[src/rtl/cpu_ctrl_pkg.sv]
// cpu_ctrl_pkg: opcodes, states, ALU codes and mux encodings
// shared by the multicycle control unit and its opcode decoder.
package cpu_ctrl_pkg;

  localparam logic [5:0] OP_R    = 6'h00;
  localparam logic [5:0] OP_J    = 6'h02;
  localparam logic [5:0] OP_BEQ  = 6'h04;
  localparam logic [5:0] OP_BNE  = 6'h05;
  localparam logic [5:0] OP_ADDI = 6'h08;
  localparam logic [5:0] OP_RTE  = 6'h10;
  localparam logic [5:0] OP_LW   = 6'h23;
  localparam logic [5:0] OP_SW   = 6'h2B;

  localparam logic [5:0] FN_RTE = 6'h13;
  localparam logic [5:0] FN_ADD = 6'h20;
  localparam logic [5:0] FN_SUB = 6'h22;
  localparam logic [5:0] FN_AND = 6'h24;

  localparam logic [2:0] ALU_LDA = 3'b000;
  localparam logic [2:0] ALU_ADD = 3'b001;
  localparam logic [2:0] ALU_SUB = 3'b010;
  localparam logic [2:0] ALU_AND = 3'b011;
  localparam logic [2:0] ALU_CMP = 3'b111;

  localparam logic [2:0] IORD_PC  = 3'd0;
  localparam logic [2:0] IORD_EXC = 3'd1;
  localparam logic [2:0] IORD_ALU = 3'd2;

  localparam logic [2:0] CAUSE_OPC = 3'd0;
  localparam logic [2:0] CAUSE_OVF = 3'd1;

  localparam logic [2:0] WR_RT = 3'd0;
  localparam logic [2:0] WR_RD = 3'd1;
  localparam logic [2:0] WR_SP = 3'd2;

  localparam logic [4:0] SP_REG      = 5'd29;
  localparam logic [2:0] SP_INIT_SEL = 3'd2;

  localparam logic [3:0] WD_ALU  = 4'd0;
  localparam logic [3:0] WD_LOAD = 4'd1;
  localparam logic [3:0] WD_SP   = {1'b0, SP_INIT_SEL};

  localparam logic [2:0] SRCA_PC = 3'd0;
  localparam logic [2:0] SRCA_A  = 3'd1;

  localparam logic [2:0] SRCB_B    = 3'd0;
  localparam logic [2:0] SRCB_4    = 3'd1;
  localparam logic [2:0] SRCB_IMM  = 3'd2;
  localparam logic [2:0] SRCB_IMM2 = 3'd3;

  localparam logic [2:0] PCS_ALU = 3'd0;
  localparam logic [2:0] PCS_OUT = 3'd1;
  localparam logic [2:0] PCS_JMP = 3'd2;
  localparam logic [2:0] PCS_EPC = 3'd3;
  localparam logic [2:0] PCS_VEC = 3'd4;

  typedef enum logic [4:0] {
    S_RST,
    S_FETCH,
    S_DECODE,
    S_EX_R,
    S_WB_R,
    S_EX_I,
    S_WB_I,
    S_ADDR,
    S_MEM_RD,
    S_WB_L,
    S_MEM_WR,
    S_BR,
    S_JMP,
    S_EXC_OPC,
    S_EXC_OVF,
    S_RTE
  } state_e;

  typedef struct packed {
    logic       pc_write;
    logic       mem_write;
    logic       ir_write;
    logic       reg_write;
    logic       load_ab;
    logic       aluout_load;
    logic       epc_write;
    logic [2:0] alu_op;
    logic [2:0] iord;
    logic [2:0] exc;
    logic [2:0] wr_reg;
    logic [3:0] wd_reg;
    logic [2:0] src_a;
    logic [2:0] src_b;
    logic [2:0] pc_src;
    logic       sing_ex;
  } ctrl_t;

  // add and sub trap on signed overflow; and never does
  function automatic logic fn_traps(logic [5:0] fn);
    return (fn == FN_ADD) || (fn == FN_SUB);
  endfunction

endpackage

[src/rtl/cpu_ctrl_unit_decode.sv]
// cpu_ctrl_decode: OP/Funct to the state following DECODE.
// Optional RTE_EN adds the return-from-exception encoding.
module cpu_ctrl_decode
  import cpu_ctrl_pkg::*;
(
  input  logic [5:0] op,
  input  logic [5:0] funct,
  output state_e     nxt,
  output logic       invalid
);

  // unrecognised encodings fall through to the bad-opcode trap
  always_comb begin
    nxt     = S_EXC_OPC;
    invalid = 1'b1;
    unique case (1'b1)
      (op == OP_R) &&
      (funct inside {FN_ADD, FN_SUB, FN_AND}): begin
        nxt     = S_EX_R;
        invalid = 1'b0;
      end
      (op == OP_ADDI): begin
        nxt     = S_EX_I;
        invalid = 1'b0;
      end
      (op == OP_LW),
      (op == OP_SW): begin
        nxt     = S_ADDR;
        invalid = 1'b0;
      end
      (op == OP_BEQ),
      (op == OP_BNE): begin
        nxt     = S_BR;
        invalid = 1'b0;
      end
      (op == OP_J): begin
        nxt     = S_JMP;
        invalid = 1'b0;
      end
`ifdef RTE_EN
      (op == OP_RTE) && (funct == FN_RTE): begin
        nxt     = S_RTE;
        invalid = 1'b0;
      end
`endif
      default: ;
    endcase
  end

endmodule

[src/rtl/cpu_ctrl_unit.sv]
// cpu_ctrl_unit: multicycle main control FSM for the MIPS-subset cpu.
// Define RTE_EN to decode OP=0x10/Funct=0x13 as return-from-exception.
module cpu_ctrl_unit
  import cpu_ctrl_pkg::*;
#(
  parameter int unsigned MEM_WAIT = 2
) (
  input  logic       clk,
  input  logic       reset,
  input  logic [5:0] OP,
  input  logic [5:0] Funct,
  input  logic       ALU_zero,
  input  logic       ALU_overflow,
  output logic       PcWrite,
  output logic       MemWrite,
  output logic       IRWrite,
  output logic       RegWrite,
  output logic       Load_AB,
  output logic       ALUOut_Load,
  output logic       EPCwrite,
  output logic [2:0] ALUOp,
  output logic [2:0] IorD,
  output logic [2:0] ExCauxe,
  output logic [2:0] WR_REG,
  output logic [3:0] WD_REG,
  output logic [2:0] ALUSrcA,
  output logic [2:0] ALUSrcB,
  output logic [2:0] PcSource,
  output logic       SingExCtrl,
  output logic [1:0] LoadCtrl,
  output logic [1:0] StoreCtrl,
  output logic [4:0] state_dbg
);

  localparam int CW = $clog2(MEM_WAIT + 2);
  localparam logic [CW-1:0] LAST_MEM = CW'(MEM_WAIT - 1);
  localparam logic [CW-1:0] LAST_EXC = CW'(MEM_WAIT);

  state_e          state_q, state_d;
  logic [CW-1:0]   cnt_q, cnt_d;
  logic            boot_q, boot_d;
  ctrl_t           out_q, out_d;
  state_e          dec_nxt;
  logic            dec_inv;
  logic            br_take;

  cpu_ctrl_decode u_dec (
    .op      (OP),
    .funct   (Funct),
    .nxt     (dec_nxt),
    .invalid (dec_inv)
  );

  // Moore control word for a state and its in-state cycle count
  function automatic ctrl_t moore(state_e s,
                                 logic [CW-1:0] c,
                                 logic [5:0] fn);
    ctrl_t o;
    o = '0;
    unique case (s)
      S_RST: begin
        o.wr_reg    = WR_SP;
        o.wd_reg    = WD_SP;
        o.reg_write = 1'b1;
      end
      S_FETCH: begin
        o.iord   = IORD_PC;
        o.src_a  = SRCA_PC;
        o.src_b  = SRCB_4;
        o.alu_op = ALU_ADD;
        if (c == LAST_MEM) begin
          o.ir_write = 1'b1;
          o.pc_write = 1'b1;
          o.pc_src   = PCS_ALU;
        end
      end
      S_DECODE: begin
        o.load_ab     = 1'b1;
        o.src_a       = SRCA_PC;
        o.src_b       = SRCB_IMM2;
        o.alu_op      = ALU_ADD;
        o.aluout_load = 1'b1;
      end
      S_EX_R: begin
        o.src_a       = SRCA_A;
        o.src_b       = SRCB_B;
        o.aluout_load = 1'b1;
        o.alu_op      = (fn == FN_SUB) ? ALU_SUB :
                        (fn == FN_AND) ? ALU_AND : ALU_ADD;
      end
      S_WB_R: begin
        o.wr_reg    = WR_RD;
        o.wd_reg    = WD_ALU;
        o.reg_write = 1'b1;
      end
      S_EX_I, S_ADDR: begin
        o.src_a       = SRCA_A;
        o.src_b       = SRCB_IMM;
        o.alu_op      = ALU_ADD;
        o.aluout_load = 1'b1;
      end
      S_WB_I: begin
        o.wr_reg    = WR_RT;
        o.wd_reg    = WD_ALU;
        o.reg_write = 1'b1;
      end
      S_MEM_RD: o.iord = IORD_ALU;
      S_WB_L: begin
        o.wr_reg    = WR_RT;
        o.wd_reg    = WD_LOAD;
        o.reg_write = 1'b1;
      end
      S_MEM_WR: begin
        o.iord      = IORD_ALU;
        o.mem_write = 1'b1;
      end
      S_BR: begin
        o.alu_op = ALU_CMP;
        o.src_a  = SRCA_A;
        o.src_b  = SRCB_B;
        o.pc_src = PCS_OUT;
      end
      S_JMP: begin
        o.pc_src   = PCS_JMP;
        o.pc_write = 1'b1;
      end
      S_RTE: begin
        o.pc_src   = PCS_EPC;
        o.pc_write = 1'b1;
      end
      S_EXC_OPC, S_EXC_OVF: begin
        if (c == '0) begin
          o.src_a     = SRCA_PC;
          o.src_b     = SRCB_4;
          o.alu_op    = ALU_SUB;
          o.epc_write = 1'b1;
        end else begin
          o.iord = IORD_EXC;
          o.exc  = (s == S_EXC_OVF) ? CAUSE_OVF : CAUSE_OPC;
        end
        if (c == LAST_EXC) begin
          o.sing_ex  = 1'b1;
          o.pc_src   = PCS_VEC;
          o.pc_write = 1'b1;
        end
      end
      default: ;
    endcase
    return o;
  endfunction

  // next state, in-state cycle count and next control word
  always_comb begin
    state_d = state_q;
    boot_d  = 1'b0;
    unique case (state_q)
      S_RST:
        state_d = boot_q ? S_RST : S_FETCH;
      S_FETCH:
        if (cnt_q == LAST_MEM) state_d = S_DECODE;
      S_DECODE:
        state_d = dec_inv ? S_EXC_OPC : dec_nxt;
      S_EX_R:
        state_d = (ALU_overflow && fn_traps(Funct)) ?
                  S_EXC_OVF : S_WB_R;
      S_EX_I:
        state_d = ALU_overflow ? S_EXC_OVF : S_WB_I;
      S_ADDR:
        state_d = (OP == OP_LW) ? S_MEM_RD : S_MEM_WR;
      S_MEM_RD:
        if (cnt_q == LAST_MEM) state_d = S_WB_L;
      S_EXC_OPC, S_EXC_OVF:
        if (cnt_q == LAST_EXC) state_d = S_FETCH;
      default:
        state_d = S_FETCH;
    endcase
    cnt_d = (state_d == state_q) ? cnt_q + CW'(1) : '0;
    out_d = moore(state_d, cnt_d, Funct);
  end

  // state, counter and registered control word; reset clears all
  always_ff @(posedge clk or negedge reset) begin
    if (!reset) begin
      state_q <= S_RST;
      cnt_q   <= '0;
      boot_q  <= 1'b1;
      out_q   <= '0;
    end else begin
      state_q <= state_d;
      cnt_q   <= cnt_d;
      boot_q  <= boot_d;
      out_q   <= out_d;
    end
  end

  // branch PC load follows the live zero flag
  always_comb begin
    br_take = 1'b0;
    if (state_q == S_BR)
      br_take = (OP == OP_BEQ) ? ALU_zero : !ALU_zero;
  end

  assign PcWrite     = out_q.pc_write | br_take;
  assign MemWrite    = out_q.mem_write;
  assign IRWrite     = out_q.ir_write;
  assign RegWrite    = out_q.reg_write;
  assign Load_AB     = out_q.load_ab;
  assign ALUOut_Load = out_q.aluout_load;
  assign EPCwrite    = out_q.epc_write;
  assign ALUOp       = out_q.alu_op;
  assign IorD        = out_q.iord;
  assign ExCauxe     = out_q.exc;
  assign WR_REG      = out_q.wr_reg;
  assign WD_REG      = out_q.wd_reg;
  assign ALUSrcA     = out_q.src_a;
  assign ALUSrcB     = out_q.src_b;
  assign PcSource    = out_q.pc_src;
  assign SingExCtrl  = out_q.sing_ex;
  assign LoadCtrl    = 2'b00;
  assign StoreCtrl   = 2'b00;
  assign state_dbg   = state_q;

endmodule

[config.mk]
export PLATFORM = sky130hd
export DESIGN_NAME = cpu_ctrl_unit
export DESIGN_NICKNAME = d
export VERILOG_FILES = /design/src/rtl/cpu_ctrl_pkg.sv /design/src/rtl/cpu_ctrl_unit_decode.sv /design/src/rtl/cpu_ctrl_unit.sv
export SDC_FILE = /design/constraint.sdc
export NUM_CORES = 1
export LEC_CHECK = 0
export BUFFER_PORTS_ARGS = -buffer_cell sky130_fd_sc_hd__buf_4
export CORE_AREA = 3 3 75 77
export CTS_BUF_LIST = sky130_fd_sc_hd__clkbuf_4
export CTS_CLUSTER_DIAMETER = 80
export DETAILED_ROUTE_END_ITERATION = 8
export DIE_AREA = 0 0 78 80
export GPL_TIMING_DRIVEN = 0
export PLACE_DENSITY = 0.66
export SYNTH_ARGS = -nofsm -noshare
export SYNTH_HDL_FRONTEND = slang
export SYNTH_HIERARCHICAL = 1
export SYNTH_SLANG_ARGS = --single-unit
[constraint.sdc]
create_clock -name clk -period 3.2 [get_ports clk]
set_clock_uncertainty 0.2 [all_clocks]
set_input_delay 0.32 -clock clk [delete_from_list [all_inputs] [get_ports clk]]
set_output_delay 0.32 -clock clk [all_outputs]
set_load 0.05 [all_outputs]
==> After elaboration in Yosys (flattened, before gate mapping) <==
Index checks and enable logic that the tools add are counted.
{ "totals": {"reg_bits": 41, "input_bits": 16, "output_inout_bits": 42, "elab_cells": 116} }
{ "op_classes": {"addsub": 1, "n_eq_ne": 38, "mux": 36, "n_bitwise": 1, "reduce_logical": 21} }
{ "ops": {"columns": ["operator", "n"], "rows": [
  ["$eq 5x4->1 const B", 12],
  ["$pmux 4 s5", 2],
  ["$pmux 5 s8", 1],
  ["$eq 5x3->1 const B", 6],
  ["$eq 6x6->1 const B", 5],
  ["$pmux 3 s4", 2],
  ["$eq 5x2->1 const B", 4],
  ["$mux 4", 5],
  ["$mux 5", 4],
  ["$pmux 6 s3", 1],
  ["$reduce_or 2->1", 8],
  ["$mux 1", 14],
  ["$eq 6x3->1 const B", 2],
  ["$reduce_or 4->1", 3],
  ["$eq 5x1->1 const B", 2],
  ["$logic_not 5->1", 2],
  ["$mux 2", 4],
  ["$reduce_or 7->1", 1],
  ["$eq 6x2->1 const B", 1],
  ["$eq 6x4->1 const B", 1],
  ["$logic_not 6->1", 1],
  ["$eq 5x5->1", 1],
  ["$eq 2x1->1 const B", 2],
  ["$eq 2x2->1 const B", 2],
  ["10 further kinds", 11]
]} }

==> Longest topological paths before layout <==
{ "depth": {"ltp_word": 11, "depth_mapped": 13, "ltp_nobuf": 12} }

==> By module <==
Netlist, hierarchy kept.
{ "modules_own_cells": {"columns": ["mod", "instances", "cells_each", "area_per_inst_um2", "seq_area_each_um2"], "rows": [
  ["cpu_ctrl_unit", 1, 187, 1813.0, 752.0],
  ["cpu_ctrl_decode", 1, 23, 173.9, 0.0]
]} }

==> Worst setup path before layout <==
Ideal clock, no wire load.
{ "synth_timing": {"path_kind": "input to register", "startpoint": "in OP[1]", "endpoint": "reg out_q, in the netlist PcSource[2]", "setup_ps": 95, "arrival_ps": 2617, "required_ps": 2905, "path_slack_ps": 287, "cell_stages": 12, "path_buffers": 2, "cell_sequence": "buf_6 -> or4b_1 -> a21oi_2 -> a31o_4 -> nor2_1 -> nor4_2 -> nand2_1 -> and3_1 -> buf_6 -> xnor2_2 -> or3_4 -> nor4b_2"} }
{ "synth_via": {"elab_chain_cells": 10, "word_cells_on_any_way": 26, "classes_between": "eq/ne (13); mux (7); reduce/logical (6)"} }
{ "synth_rtl": {"columns": ["element", "line", "source"], "rows": [
  ["start: declaration", "cpu_ctrl_unit.sv:10", "input logic [5:0] OP,"],
  ["$eq 6x3->1 (tied with other cells)", "cpu_ctrl_unit_decode.sv:31", "(op == OP_BEQ),"],
  ["$reduce_or 2->1 / $logic_and 1x1->1 (equally long branches)", null, null],
  ["$pmux 4 s5 (*)", "cpu_ctrl_unit_decode.sv:16", "unique case (1'b1)"],
  ["net dec_nxt[1]", "cpu_ctrl_unit.sv:43", "state_e dec_nxt;"],
  ["$mux 5 (*)", "cpu_ctrl_unit.sv:162", "state_d = dec_inv ? S_EXC_OPC : dec_nxt;"],
  ["$pmux 5 s8 (*)", "cpu_ctrl_unit.sv:156", "unique case (state_q)"],
  ["$eq 5x5->1", "cpu_ctrl_unit.sv:177", "cnt_d = (state_d == state_q) ? cnt_q + CW'(1) : '0;"],
  ["$mux 2", "cpu_ctrl_unit.sv:177", null],
  ["$eq 2x2->1", "cpu_ctrl_unit.sv:141", "if (c == LAST_EXC) begin"],
  ["$mux 4", "cpu_ctrl_unit.sv:141", null],
  ["$pmux 3 s4 (*)", "cpu_ctrl_unit.sv:60", "unique case (s)"],
  ["end signal: assignment", "cpu_ctrl_unit.sv:192", "out_q <= out_d;"],
  ["end: declaration", "cpu_ctrl_unit.sv:42", "ctrl_t out_q, out_d;"]
]} }
Mark *: on every way through the listed nets, which the timed path passes. The rest lies on a longest branch.

==> flow_metrics.tcl <==
set metrics [dict create \
    status "completed" \
    rsz0062_at_grt "false" \
    synth_edf_count 0 \
    die_w_um 78 \
    ys_seq_area_share_pct 37.85 \
    fp.dieH_um 80 \
    wl_per_cell_um 12.01 \
    port_buffers 44 \
    rows 26 \
    globalplace.congestion 0.7982 \
    cts_buffers 5 \
    cpMaxStageDelayCell "or4b_1" \
    die_area_um2 6240 \
    rr_endpoint "PcSource[2]" \
    clock_power_share_pct 11.8 \
    htreeDepth 2 \
    start_kind "input pin" \
    p_sw_share_pct 49.79 \
    num_antenna_cells 0 \
    min-delay-path-class "in -> async" \
    comb_power_share_pct 65.9 \
    endpoint "ALUOp[0]" \
    worstPathRequired_ns 3.23 \
    yosysWarnings 6 \
    via_count 1611 \
    endpoint_kind "flop" \
    path_clk_slew_ns 0.10 \
    tightest_slew_ns 0.5107 \
    worstPathArrival_ns 3.04 \
    cts_root_buf "clkbuf_4" \
    cts_setup_buffers 0 \
    drc_errors 0 \
    reg2reg_from "state_dbg[2]" \
    crit_type "in -> reg" \
    start_util_pct 39.15 \
    antenna_left 0 \
    track_usage_pct 14.12 \
    fin_crit_ns 3.012 \
    clock_latency_ns 0.32 \
    io_pins 58 \
    crit_path_frequent_cell "nor2_1" \
    ff2ff_path_depth 9 \
    layout.nets 293 \
    wl_um 4157 \
    grt_pass1_wl_um 7072 \
    fin_util_pct 50.17 \
    avgSynthCellArea_um2 9.461 \
    final-setup-viol-count 0 \
    ys_ff_latch 30 \
    finalHoldViolations 0 \
    p_int_w 0.001235 \
    grt_pass1_vias 1522 \
    period_share_pct 94.11 \
    rrSetupSlack_ns 0.50 \
    pwr-share-seq_pct 22.2 \
    fillCellCount 508 \
    grt_overflow 0 \
    startpoint "OP[1]" \
    drive_gt1_share_pct 41.30 \
    synthCells 210 \
    final_cell_mix "buf_4, dfrtp_1, nor2_1, conb_1, nand2_1" \
    ir_drop_uv 592.3 \
    ys_types 64 \
    core_area_um2 5075 \
    grt_max_degree 31 \
    fmaxAchievable_mhz 332.0 \
    cts.path.max_buffers 2 \
    area_growth_pct 28.15 \
    dp_hpwl_um 3202 \
    power_density_nw_per_um2 965.7 \
    cp_slowest_stage_delay_ns 0.53 \
    cts_sinks 30 \
    max_cap_violations 0 \
    detail_route.iter0.violations 45 \
    leakage_nw 1.258 \
    antenna_found_initial 0 \
    drv_slew 0 \
    crit_chain "buf_4, buf_6, or4b_1, a21oi_2, a31o_4, nor2_1, nor2_1, nor4_1, a211o_1, nor2_1, and2_1, a21oi_1, a211oi_1" \
    power_w 0.002459 \
    detail_route.first_pass.iterations 4 \
    slew_headroom_pct 65.83 \
    vias_per_cell 4.656 \
    p_sw_w 0.001224 \
    mostFrequentLayoutCell "buf_4" \
    synthArstFlopShare_pct 100.0 \
    cts_tree "yes" \
    crit_path_max_fanout 9 \
    synth-main-ff-cell "dfrtp_1" \
    netlist_area_um2 1987 \
]
## power groups by stage
stage               combinational, W  clock (W)  sequential, W
finish                       0.00162   0.000291       0.000546
global route                 0.00176   0.000314       0.000561
CTS                          0.00162   0.000297       0.000548
detailed placement           0.00161          0       0.000555
global placement             0.00159          0       0.000555
floorplan                    0.00110          0       0.000693
## area by class of cell
| class | instances | area, µm² | share of cell area [%] |
|---|---|---|---|
| plain buffers | 38 | 284.0 | 11.15 |
| clock buffers | 5 | 37.54 | 1.474 |
| clock inverters | 3 | 40.04 | 1.572 |
| inverters | 9 | 33.78 | 1.327 |
| multi-input cells | 146 | 970.9 | 38.13 |
| flip-flops and latches | 30 | 752.0 | 29.53 |
| well taps | 70 | 87.58 | 3.440 |
| repair buffers | 45 | 340.3 | 13.37 |
## sequential cells by signal (all words and copies together) (netlist names), 2 cells and up
register,count
ALUSrcB,2
PcSource,3
state_dbg,5
cnt_q,2
ALUOp,3
IorD,2
WD_REG,2
## logic make-up (layout without fill, tap and decap cells)
group | Yosys count | after routing | synth area share, %
compound gates | 33 | 33 | 12.28
xor+xnor | 7 | 7 | 3.464
fa+ha+maj | 2 | 2 | 1.259
buf+inv | 47 | 100 | 15.99
flops | 30 | 30 | 37.85
mux | 1 | 1 | 0.5038
other cells | 2 | 15 | 0.3780
simple gates | 88 | 88 | 28.27
## synth_stat cells, types with 3 or more instances
cell / number / area, µm²
dfrtp_1: 29 / 725.7
xnor2_1: 4 / 35.03
buf_2: 5 / 25.02
a21oi_1: 5 / 25.02
nor3_1: 11 / 55.05
buf_6: 3 / 33.78
buf_4: 30 / 225.2
nor4_1: 3 / 18.77
nand2_1: 13 / 48.80
nor4b_1: 3 / 26.28
o21ai_0: 3 / 15.01
a211oi_1: 3 / 22.52
and2_1: 3 / 18.77
nor2_1: 19 / 71.32
inv_1: 6 / 22.52
nor2b_1: 4 / 25.02
## through the flow
step	cells	TNS, ns	cell area [µm²]	hold slack, ns	setup WS [ns]
6_report	346	0	2546	0.2477	0.1884
5_1_grt	346	0	2546	0.2734	0.01565
4_1_cts	346	0	2541	0.2608	0.2044
3_5_place_dp	337	-0.3516	2454	0.07041	-0.09634
3_3_place_gp	337	-0.2955	2454	0.06700	-0.1075
2_1_floorplan	223	0	2036	-0.1756	0.2875
## how the worst min path moves through the flow
| stage | slack (ns) | end | startpoint | depth (start not counted) |
|---|---|---|---|---|
| floorplan | -0.18 | ALUOp[0] | reset | 0 |
| global placement | 0.07 | out_q[32] | reset | 1 |
| detailed placement | 0.07 | out_q[32] | reset | 1 |
| CTS | 0.26 | out_q[32] | reset | 2 |
| global route | 0.27 | out_q[32] | reset | 2 |
| finish | 0.25 | out_q[32] | reset | 2 |
## routing by layer
metal	track usage [%]	vias up	wire, µm	part of all wire [%]
li1	-	831	-	-
met1	18.66	732	1901	46
met2	22.69	45	1994	48
met3	4.515	3	242	5.8
met4	2.972	0	18	0.43
met5	0	-	0	0
## what timing repair did
item,4_1_cts,5_1_grt
endpoints found under the hold margin,29,0
endpoints found under the setup margin,0,2
gates resized for setup,0,1
hold buffers,1,0
## worst max-delay path, delay by kind of cell
family / cells / cell delay, ns
buffers and inverters: 2 / 0.25
AND/OR/NAND/NOR: 6 / 1.55
AO/OA/AOI/OAI: 5 / 0.93
Note: power is estimated with default switching activity, not from simulation.
